===== config.mk =====
export PLATFORM = sky130hd
export DESIGN_NAME = pipelined_addsub
export DESIGN_NICKNAME = d
export VERILOG_FILES = /design/src/rtl/pipelined_addsub.sv
export SDC_FILE = /design/constraint.sdc
export NUM_CORES = 1
export LEC_CHECK = 0
export CORE_ASPECT_RATIO = 0.9
export CORE_UTILIZATION = 40
export CTS_CLUSTER_SIZE = 14
export DETAILED_ROUTE_END_ITERATION = 16
export HOLD_SLACK_MARGIN = 0.15
export MAX_ROUTING_LAYER = met4
export PLACE_DENSITY = 0.72
export SLEW_MARGIN = 10
export SYNTH_ARGS = -nofsm -noshare
export SYNTH_HDL_FRONTEND = slang
export SYNTH_SLANG_ARGS = --single-unit

===== constraint.sdc =====
create_clock -name clk -period 2.4 [get_ports clk]
set_input_delay 0.6 -clock clk [delete_from_list [all_inputs] [get_ports clk]]
set_output_delay 0.6 -clock clk [all_outputs]
set_load 0.005 [all_outputs]

===== src/rtl/pipelined_addsub.sv =====
// -----------------------------------------------------------------------------
// pipelined_addsub
//   Pipelined two's-complement add/subtract unit. The WIDTH-bit operation is
//   split into STAGES chunks of CHUNK = WIDTH/STAGES bits. Each register stage
//   adds one chunk and hands its carry to the next stage. Valid/ready
//   handshakes sit on both sides. All stages advance together whenever the
//   output slot is empty or being consumed, which sustains one beat per clock.
//
// Ports
//   clk        clock, all state on the rising edge
//   rst        synchronous active-high reset
//   in_valid   operand beat present            in_ready   unit accepts beat
//   a, b       operands (WIDTH)                sub        1: a-b, 0: a+b+carry_in
//   carry_in   carry into bit 0 for add
//   out_valid  result beat present             out_ready  consumer accepts
//   sum        result modulo 2^WIDTH           carry_out  carry out of MSB
//   overflow   signed overflow                 zero       sum == 0
// -----------------------------------------------------------------------------
module pipelined_addsub #(
   parameter int WIDTH  = 8,
   parameter int STAGES = 2
) (
   input  logic             clk,
   input  logic             rst,
   input  logic             in_valid,
   output logic             in_ready,
   input  logic [WIDTH-1:0] a,
   input  logic [WIDTH-1:0] b,
   input  logic             sub,
   input  logic             carry_in,
   output logic             out_valid,
   input  logic             out_ready,
   output logic [WIDTH-1:0] sum,
   output logic             carry_out,
   output logic             overflow,
   output logic             zero
);

   localparam int CHUNK = WIDTH / STAGES;
   localparam int LAST  = STAGES - 1;

   if ((WIDTH < 2) || (STAGES < 1) || ((WIDTH % STAGES) != 0)) begin : g_param_check
      $error("pipelined_addsub: WIDTH must be >= 2 and a multiple of STAGES");
   end

   // One chunk of the carry chain: {carry_out, sum} of x + y + cin.
   function automatic logic [CHUNK:0] add_chunk(input logic [CHUNK-1:0] x,
                                                input logic [CHUNK-1:0] y,
                                                input logic             cin);
      add_chunk = {1'b0, x} + {1'b0, y} + {{CHUNK{1'b0}}, cin};
   endfunction

   // Stage k register holds the full operands it consumed (b already
   // conditioned for subtract), the sum bits produced so far, and its
   // chunk carry. Empty stages hold all zeros.
   logic             v_q     [STAGES];
   logic             v_d     [STAGES];
   logic [WIDTH-1:0] a_q     [STAGES];
   logic [WIDTH-1:0] a_d     [STAGES];
   logic [WIDTH-1:0] b_q     [STAGES];
   logic [WIDTH-1:0] b_d     [STAGES];
   logic [WIDTH-1:0] sum_q   [STAGES];
   logic [WIDTH-1:0] sum_d   [STAGES];
   logic             carry_q [STAGES];
   logic             carry_d [STAGES];
   logic             ovf_q;
   logic             ovf_d;
   logic             zero_q;
   logic             zero_d;

   logic             adv_s;
   logic             accept_s;
   logic             c0_s;
   logic [WIDTH-1:0] b_eff_s;

   // The whole pipe moves as one unit: bubbles are not squeezed out while stalled.
   assign adv_s     = ~v_q[LAST] | out_ready;
   assign in_ready  = adv_s & ~rst;
   assign accept_s  = in_valid & in_ready;

   assign out_valid = v_q[LAST];
   assign sum       = sum_q[LAST];
   assign carry_out = carry_q[LAST];
   assign overflow  = ovf_q;
   assign zero      = zero_q;

   // Next state for every stage: stage 0 captures a new beat, later stages add their chunk.
   always_comb begin
      b_eff_s    = sub ? ~b : b;
      c0_s       = sub ? 1'b1 : carry_in;

      v_d[0]     = accept_s;
      a_d[0]     = {WIDTH{1'b0}};
      b_d[0]     = {WIDTH{1'b0}};
      sum_d[0]   = {WIDTH{1'b0}};
      carry_d[0] = 1'b0;
      if (accept_s) begin
         a_d[0] = a;
         b_d[0] = b_eff_s;
         {carry_d[0], sum_d[0][CHUNK-1:0]} =
            add_chunk(a[CHUNK-1:0], b_eff_s[CHUNK-1:0], c0_s);
      end else begin
         carry_d[0] = 1'b0;
      end

      for (int k = 1; k < STAGES; k++) begin
         v_d[k]     = v_q[k-1];
         a_d[k]     = {WIDTH{1'b0}};
         b_d[k]     = {WIDTH{1'b0}};
         sum_d[k]   = {WIDTH{1'b0}};
         carry_d[k] = 1'b0;
         if (v_q[k-1]) begin
            a_d[k]   = a_q[k-1];
            b_d[k]   = b_q[k-1];
            sum_d[k] = sum_q[k-1];
            {carry_d[k], sum_d[k][k*CHUNK +: CHUNK]} =
               add_chunk(a_q[k-1][k*CHUNK +: CHUNK], b_q[k-1][k*CHUNK +: CHUNK], carry_q[k-1]);
         end else begin
            carry_d[k] = 1'b0;
         end
      end

      // Flags come from the final stage's inputs so they register alongside sum.
      // b_d already holds ~b for subtract, so its MSB is the effective sign.
      ovf_d  = v_d[LAST]
             & (a_d[LAST][WIDTH-1] == b_d[LAST][WIDTH-1])
             & (sum_d[LAST][WIDTH-1] != a_d[LAST][WIDTH-1]);
      zero_d = v_d[LAST] & ~|sum_d[LAST];
   end

   // Pipeline registers: clear on reset, shift every stage together on advance.
   always_ff @(posedge clk) begin
      if (rst) begin
         for (int k = 0; k < STAGES; k++) begin
            v_q[k]     <= 1'b0;
            a_q[k]     <= {WIDTH{1'b0}};
            b_q[k]     <= {WIDTH{1'b0}};
            sum_q[k]   <= {WIDTH{1'b0}};
            carry_q[k] <= 1'b0;
         end
         ovf_q  <= 1'b0;
         zero_q <= 1'b0;
      end else if (adv_s) begin
         for (int k = 0; k < STAGES; k++) begin
            v_q[k]     <= v_d[k];
            a_q[k]     <= a_d[k];
            b_q[k]     <= b_d[k];
            sum_q[k]   <= sum_d[k];
            carry_q[k] <= carry_d[k];
         end
         ovf_q  <= ovf_d;
         zero_q <= zero_d;
      end
   end

endmodule


==> results.md <==
* Type of origin of the critical path: input pin
* Worst hold path type: reg -> reg
* Vias in the first global route at 984
* Placement Cell Area at 1808 µm²
* Post-route setup slack at 0.1243 ns
* Top-count cell post-synth: edfxtp_1
* Num CTS Buffers at 3
* # setup viols final at 0
* Starting density of the core at 0.4190
* Ranking of synthesized cells by area: edfxtp_1, fa_1, ha_1
* Initial antenna violation count at 0
* Mux contribution to synthesized area at 0
* Top FF cell, synth: edfxtp_1
* Status: finished clean
* Core area at 3353 µm²
* EDFF count, synth at 24
* Vias at 953
* GRT Resource Usage Total at 0.1394
* Area leader, netlist: edfxtp_1
* Placer's final routability congestion estimate at 0.7577
* Synthesis-to-finish area growth at 35.26%
* Hold Slack at 0.4509 ns
* Final period util at 0.9482
* Xor and xnor area share after synthesis at 0.06857
* Sink Count at 26
* Die area at 3754 µm²
* Cell depth of the worst flop-to-flop path at 5
* DRC viols at 0
* H-tree depth at 1
* Clk buf depth at 2
* First-pass GRT wire length at 3.760 mm
* Critical path class: in -> reg
* Final WL at 2.183 mm
* Hold Crit Depth at 2
* Clock slew at reported path FFs at 0.09 ns
* Clk_lat worst skew at 0.27 ns
* Post-DP HPWL at 1.788 mm
* Reg area at 760.7 µm²
* Post-DRT Antenna Nets at 0
* Diode count at 0
* Sequential share of the synthesized area at 0.5414
* Pleak at 0.8489 nW
* DR WL/cell at 10.92 µm
* Grt ovf at 0
* Post-synthesis simple-gate area fraction at 0.1692
* DIE WIDTH at 64.48 µm
* Synth Warn # at 0
* Pwr Total at 1.091 mW
* FMAX at 439.4 MHz
* Pre-CTS WS at -0.2156 ns
* Pins Over Slew Limit at 0
* Nets at 189
* Post-synth cell types at 32
* Setup_tns at 0 ns
* Max-slew headroom at 0.7636
* TritonCTS clock tree: done
* Yosys reg bits at 26
* Synth top cells by count: edfxtp_1, nor2_1, and3_1, buf_4
* DRT iter0 DRCs at 17
* Post-Synth Adder-Cell Area at 0.1104
* Critical path arrival at 2.31 ns
* Unrepaired setup endpoints after global routing: no
* Compound-Gate Fraction of Synth Area at 0.04809
* CTS Root Cell: clkbuf_8
* Via density at 4.765
* # rows at 20
* CP Data Required Time at 2.43 ns
* Syn_nets at 150
* Share of layout cells above drive strength 1 at 0.1218
* Post-synth top area share at 0.5129
* Syn_area_per_cell at 11.91 µm²
* Die Y at 58.23 µm
* Largest family of logic cells by synthesized area: simple AND/OR/NAND/NOR gates
* Crit. End Element: flop
* Final instance area at 1901 µm²
* Pre-antenna DRT Iters at 4
* Port bufs at 34
* Final count of hold timing violations at 0
* Power density over the cells at 573.9 nW/µm²
* Netlist Area Pre-Place at 1405 µm²
* Mapped Cells at 118
* Crit-path max FO at 2
* Largest net degree at the start of global routing at 23
* Crit path time final at 2.276 ns
* Setup Skew at 0.002858 ns
* Multi-input gate area at 569.3 µm²
* Actual slew at the worst max-slew pin at 0.3538 ns
* Filler cell count at 293
* Max-cap viol count at 0
* IO Count at 35
* VDD IR max at 219.2 µV
* Synth async-reset ratio at 0
layout make-up:
| cell class | count | share of cell area |
|---|---|---|
| flip-flops and latches | 26 | 0.4003 |
| repair buffers | 43 | 0.2219 |
| clock inverters | 1 | 0.01580 |
| well taps | 44 | 0.02897 |
| inverters | 6 | 0.01185 |
| multi-input cells | 77 | 0.2995 |
| clock buffers | 3 | 0.02172 |
flip-flops by register name, summed over array words and instances (netlist names):
register / flops
overflow: 1
v_q: 2
sum_q: 12
b_q: 4
carry_q: 2
a_q: 4
zero: 1
kinds of logic (layout without fill, tap and decap cells):
kind of cell | after synthesis | after routing
buffers and inverters | 15 | 53
AOI/OAI and AO/OA | 10 | 10
adders and majority gates | 10 | 10
and+or+nand+nor | 46 | 46
DFF | 26 | 26
xor gates and xnor gates | 11 | 11
routing by layer:
| metal | wire length (µm) | track usage |
|---|---|---|
| met5 | 0 | - |
| met4 | 55 | 0.09206 |
| met3 | 128 | 0.02756 |
| met2 | 1080 | 0.2556 |
| met1 | 919 | 0.1323 |
report_power, final:
group,internal (mW),switching [mW]
combinational,0.116,0.0831
clock,0.223,0.130
sequential,0.525,0.0139
total,0.863,0.227
path summary, 6_finish.rpt:
path | start | to | slack, ns
hold / removal | zero$_SDFFE_PP0N_ | zero$_SDFFE_PP0N_ | 0.45
setup reg to reg | carry_q[0][0]$_SDFFCE_PN0P_ | carry_q[0][1]$_SDFFCE_PN0P_ | 0.49
hold reg to reg | zero$_SDFFE_PP0N_ | zero$_SDFFE_PP0N_ | 0.45
setup / recovery | b[0] | sum_q[0][1]$_SDFFCE_PN0P_ | 0.12
cell usage in the layout (no fill, tap or decap), types with 2 or more instances in the layout:
cell and instances:
xnor2_1 6, buf_4 8, a21o_1 2, inv_1 5, xor2_1 4, nor3_1 2, dfxtp_1 2, nor2_1 12
nor2b_1 3, edfxtp_1 24, fa_1 4, and3_1 11, ha_1 6, nand3_1 2, clkbuf_8 3, clkdlybuf4s50_1 32
nand2_1 7, a21oi_1 2
what timing repair did:
| item | 4_1_cts | 5_1_grt |
|---|---|---|
| endpoints found under the setup margin | 1 | 2 |
| pin swaps | 1 | 1 |
| setup buffers | 1 | 0 |
| hold buffers | 0 | 0 |
| resized for setup | 1 | 3 |
| gates cloned | 0 | 0 |
worst max-delay path, cell delays in order:
cell,delay [ns]
clkdlybuf4s50_1,0.44
xnor2_2,0.16
fa_1,0.42
inv_1,0.10
fa_1,0.42
and3_1,0.17
metrics by stage:
step                      std cells  utilization
after floorplan                 118            -
after global placement          195       0.5392
after detailed placement        195       0.5392
after CTS                       200       0.5623
after global routing            200       0.5668
final                           200       0.5668
Power figures use the tool's default switching activity.
==> edit 1: new RTL, same settings <==
Reset style: asynchronous (`rst`), changed in one clocked block. Comments in the files are not updated.
--- a/src/rtl/pipelined_addsub.sv
+++ b/src/rtl/pipelined_addsub.sv
@@ -129,7 +129,7 @@
    end
 
    // Pipeline registers: clear on reset, shift every stage together on advance.
-   always_ff @(posedge clk) begin
+   always_ff @(posedge clk or posedge rst) begin
       if (rst) begin
          for (int k = 0; k < STAGES; k++) begin
             v_q[k]     <= 1'b0;
Check against the original RTL: differs if rst is asserted again (counterexample within 4 cycles, from zero or initial values and one cycle with rst high); with rst held inactive, the same outputs for 10 cycles.
==> edit 1 against the unedited design <==
- power decreased by 0.72%
- wire length increased by 25%
- highest routed layer unchanged
- synthesized cell count increased by 22%
- setup slack improved by 0.077 ns
- cell area decreased by 2.9%
- sequential cell count unchanged
- sequential power decreased by 7.4%
- synthesized area increased by 1.2%
- maximum frequency increased by 3.5%
- largest cell class is now multi-input gates
==> edit 1: results (changes against the unedited design) <==
- Post-synthesis sequential area ratio: 45.8% (-8.4 points)
- P_seq: 0.000499 W (-7.4%)
- Largest register FFs: 8 (-4)
- Sequential cell area: 651 um2 (-14%)
- Run status: finished, final reports clean
- First-pass GRT wire length: 4.69 mm (+25%)
- Clock skew: 0.00477 ns (+0.00191 ns)
- DP Area: 0.00177 mm2 (-2.1%)
- Clock Power Share: 32.8% (+0.4 points)
- Post-Syn Nets: 176 (+17%)
- RR Endpoint: zero
- Dpl hpwl: 2.06 mm (+15%)
- Syn Inst Count: 144 (+22%)
- Drt total wl: 2.73 mm (+25%)
- Worst path max stage delay: 0.47 ns (+0.03 ns)
- CP delay by family, top: buffers and inverters
- End point of the critical path: sum_q[10]
- Hold EP: sum[5]
- Dpl ws: -0.190 ns (+0.0260 ns)
- Reg2Reg Setup Slack: 0.36 ns (-0.13 ns)
- Finished Layout Cells: 217 (+8.5%)
- Arrival @ worst endpoint: 2.39 ns (+0.08 ns)
- Post-layout nets: 206 (+9.0%)
- Met3 GRT Util: 1.74% (-1.0 points)
- Worst hold margin: 0.471 ns (+0.0197 ns)
- DR vias/cell: 4.98 (+4.4%)
- Met3 WL: 109 um (-15%)
- R2R Path Start: a_q[12]
- Final min period: 2.20 ns (-0.0772 ns)
- Post-synth cell types: 27 (-16%)
- Post-CTS Resized: 0 (-1)
- Cell taking the most area after synthesis: dfrtp_1
- Synth cell count leaders: nand2_1 (27), dfrtp_1 (26), o21ai_0 (11), buf_4 (8)
- Number of global-route vias before repair: 1102 (+12%)
- Layout cells sized above 1: 6.36% (-5.8 points)
- 1st-iter DRT viols: 41 (+24)
- Reg2Reg Depth: 6 (+1)
- Final RePlAce weighted congestion: 0.776 (+2.4%)
- Worst Tran Pin Value: 0.369 ns (+0.0149 ns)
- Routed met2 length: 1.31 mm (+22%)
- Total GRT Usage: 16.7% (+2.8 points)
- Reg clk slew, reported paths: 0.09 ns (about the same)
- Asr flop ratio synth: 100% (+100 points)
- Setup Buffers After CTS: 0 (-1)
- Ranking of synthesized cells by area: dfrtp_1 (46%), nand2_1 (7.1%), fa_1 (5.6%)
- Fillcell total: 322 (+9.9%)
- Largest net degree at the start of global routing: 27 (+17%)
- Insertion delay to the later sink of the worst-skew pair: 0.27 ns (about the same)
- Routing usage on met2: 29.0% (+3.5 points)
- Leakage: 0.910 nW (+7.2%)
- GR Util met1: 19.7% (+6.5 points)
- Internal: 0.000817 W (-5.4%)
- HP Start: sum[5]
- VDD IR max: 0.000259 V (+18%)
[edit 1: cell count changes in the layout (fill, tap and decap cells not counted), sizes merged, moves of 3 or more]
cell	change
dfrtp	+26
edfxtp	-24
nand2	+19
nor2	-11
and3	-10
o21ai	+9
a22o	+6
nand3	+5
buf	-3
xor2	+3
[edit 1: area by class of cell]
cell class / instances / share of cell area [%]
Inverter: 6 / 1.22
Clock inverter: 1 / 1.63
Sequential cell: 26 / 35.3
Tap cell: 44 / 2.98
Timing Repair Buffer: 40 / 21.2
Multi-Input combinational cell: 97 / 35.5
Clock buffer: 3 / 2.24
[edit 1: kinds of logic (layout without fill, tap and decap cells)]
family                     count (synthesis)  count (layout)  share of synthesized area (%)
and+or+nand+nor                           47              47                           15.1
AOI/OAI and AO/OA                         28              28                           12.8
DFF                                       26              26                           45.8
buffers and inverters                     21              50                           8.10
xor gates and xnor gates                  12              12                           7.39
adders and majority gates                 10              10                           10.9
==> edit 2: new RTL, config.mk and constraints unchanged <==
Without the edit above. The parameter `STAGES` goes from 2 to 4.
--- a/src/rtl/pipelined_addsub.sv
+++ b/src/rtl/pipelined_addsub.sv
@@ -18,7 +18,7 @@
 // -----------------------------------------------------------------------------
 module pipelined_addsub #(
    parameter int WIDTH  = 8,
-   parameter int STAGES = 2
+   parameter int STAGES = 4
 ) (
    input  logic             clk,
    input  logic             rst,
Check against the original RTL: not equivalent (Yosys sat finds a counterexample within 4 cycles, from zero or initial values and one cycle with rst high).
==> edit 2 against the unedited design <==
- synthesized area is 68% higher
- sequential cell count is 28 higher
- wire length is 22% higher
- count of clock-buffer cells in the layout is 4 higher
- sequential share of layout area is 16 points higher
- final cell count is 33% higher
- cell area is 50% higher
- power is 61% higher
- setup slack worse by 0.031 ns
- largest power group unchanged
- highest routed layer unchanged
==> edit 2: results (changes against the unedited design) <==
- Post-synthesis mux area share: 0.424% (+0.42 points)
- CP delay by family, top: buffers and inverters
- Leakage: 1.19 nW (+40%)
- Synth cell count leaders: edfxtp_1 (52), and2_1 (36), inv_1 (13), nor2_1 (13)
- Largest net degree at the start of global routing: 43 (+87%)
- Slew HR: 78.5% (+2.2 points)
- Setup Buffers After CTS: 0 (-1)
- Synth Area in Adders: 6.78% (-4.3 points)
- Layout cells sized above 1: 7.69% (-4.5 points)
- Dpl ws: -0.0786 ns (+0.137 ns)
- Post-CTS Resized: 0 (-1)
- Top Registers: sum_q x20, a_q x12, b_q x12
- VDD IR max: 0.000299 V (+36%)
- TritonCTS buffer count: 5 (+2)
- Area fraction in compound gates after synthesis: 0.741% (-4.1 points)
- Worst path max stage delay: 0.49 ns (+0.05 ns)
- Fillcell total: 487 (+66%)
- Run status: finished, final reports clean
- Initial DRT Pass Iterations: 3 (-1)
- Post-layout nets: 224 (+19%)
- CTS HTree Levels: 2 (+1)
- Total GRT Usage: 10.2% (-3.7 points)
- Post-synthesis sequential area ratio: 67.8% (+14 points)
- Insertion delay to the later sink of the worst-skew pair: 0.30 ns (+0.03 ns)
- Drt total wl: 2.66 mm (+22%)
- Dpl hpwl: 1.98 mm (+10%)
- Arrival @ worst endpoint: 1.71 ns (-0.60 ns)
- Post-Synth XOR/XNOR Area: 2.96% (-3.9 points)
edit 2: worst paths after layout:
check	start	endpoint	slack (ns)	cells past startpoint
worst min register to register	overflow	overflow	0.50	1
worst min-delay path	overflow	overflow	0.50	1
worst max-delay path	out_ready	in_ready	0.09	4
worst max register to register	carry_q[0][2]	zero	0.23	5
edit 2: report_power, final:
group / total (W) / leakage, nW / internal (W) / switching (W)
combinational: 0.000115 / 0.487 / 0.0000693 / 0.0000454
sequential: 0.00106 / 0.647 / 0.00105 / 0.00000800
clock: 0.000578 / 0.0524 / 0.000312 / 0.000266
total: 0.00175 / 1.19 / 0.00144 / 0.000319
edit 2: per-layer routing:
metal,vias to the layer above,wire length [um],GRT usage (%)
li1,589,-,-
met1,515,1150,10.6
met2,38,1300,18.0
met3,6,178,4.39
met4,0,36,2.87
met5,-,0,-
edit 2: cell type report:
| type | count | area (um2) | share of cell area, % |
|---|---|---|---|
| flip-flops and latches | 54 | 1600 | 56.0 |
| multi-input cells | 82 | 633 | 22.1 |
| repair buffers | 38 | 383 | 13.4 |
| well taps | 70 | 87.6 | 3.06 |
| clock buffers | 7 | 76.3 | 2.67 |
| inverters | 13 | 48.8 | 1.71 |
| clock inverters | 1 | 30.0 | 1.05 |
edit 2: worst reg2reg max path: stages, from the launching register on:
cell and delay, ns:
edfxtp_1 0.42, fa_1 0.47, fa_1 0.53, or4_4 0.49
nor2_1 0.10, a22o_1 0.12
edit 2: stage by stage:
step,utilization [%],setup TNS (ns),cells
floorplan,-,0,161
global placement,48.4,-0.0324,257
detailed placement,48.4,-0.0786,257
CTS,50.2,0,265
global route,50.2,0,265
finish,50.2,0,265
edit 2: cells by family (layout without fill, tap and decap cells):
group           Yosys count  after routing
compound gates            2              2
xor+xnor                  8              8
fa+ha+maj                 8              8
buf+inv                  25             59
flops                    54             54
mux                       1              1
simple gates             63             63
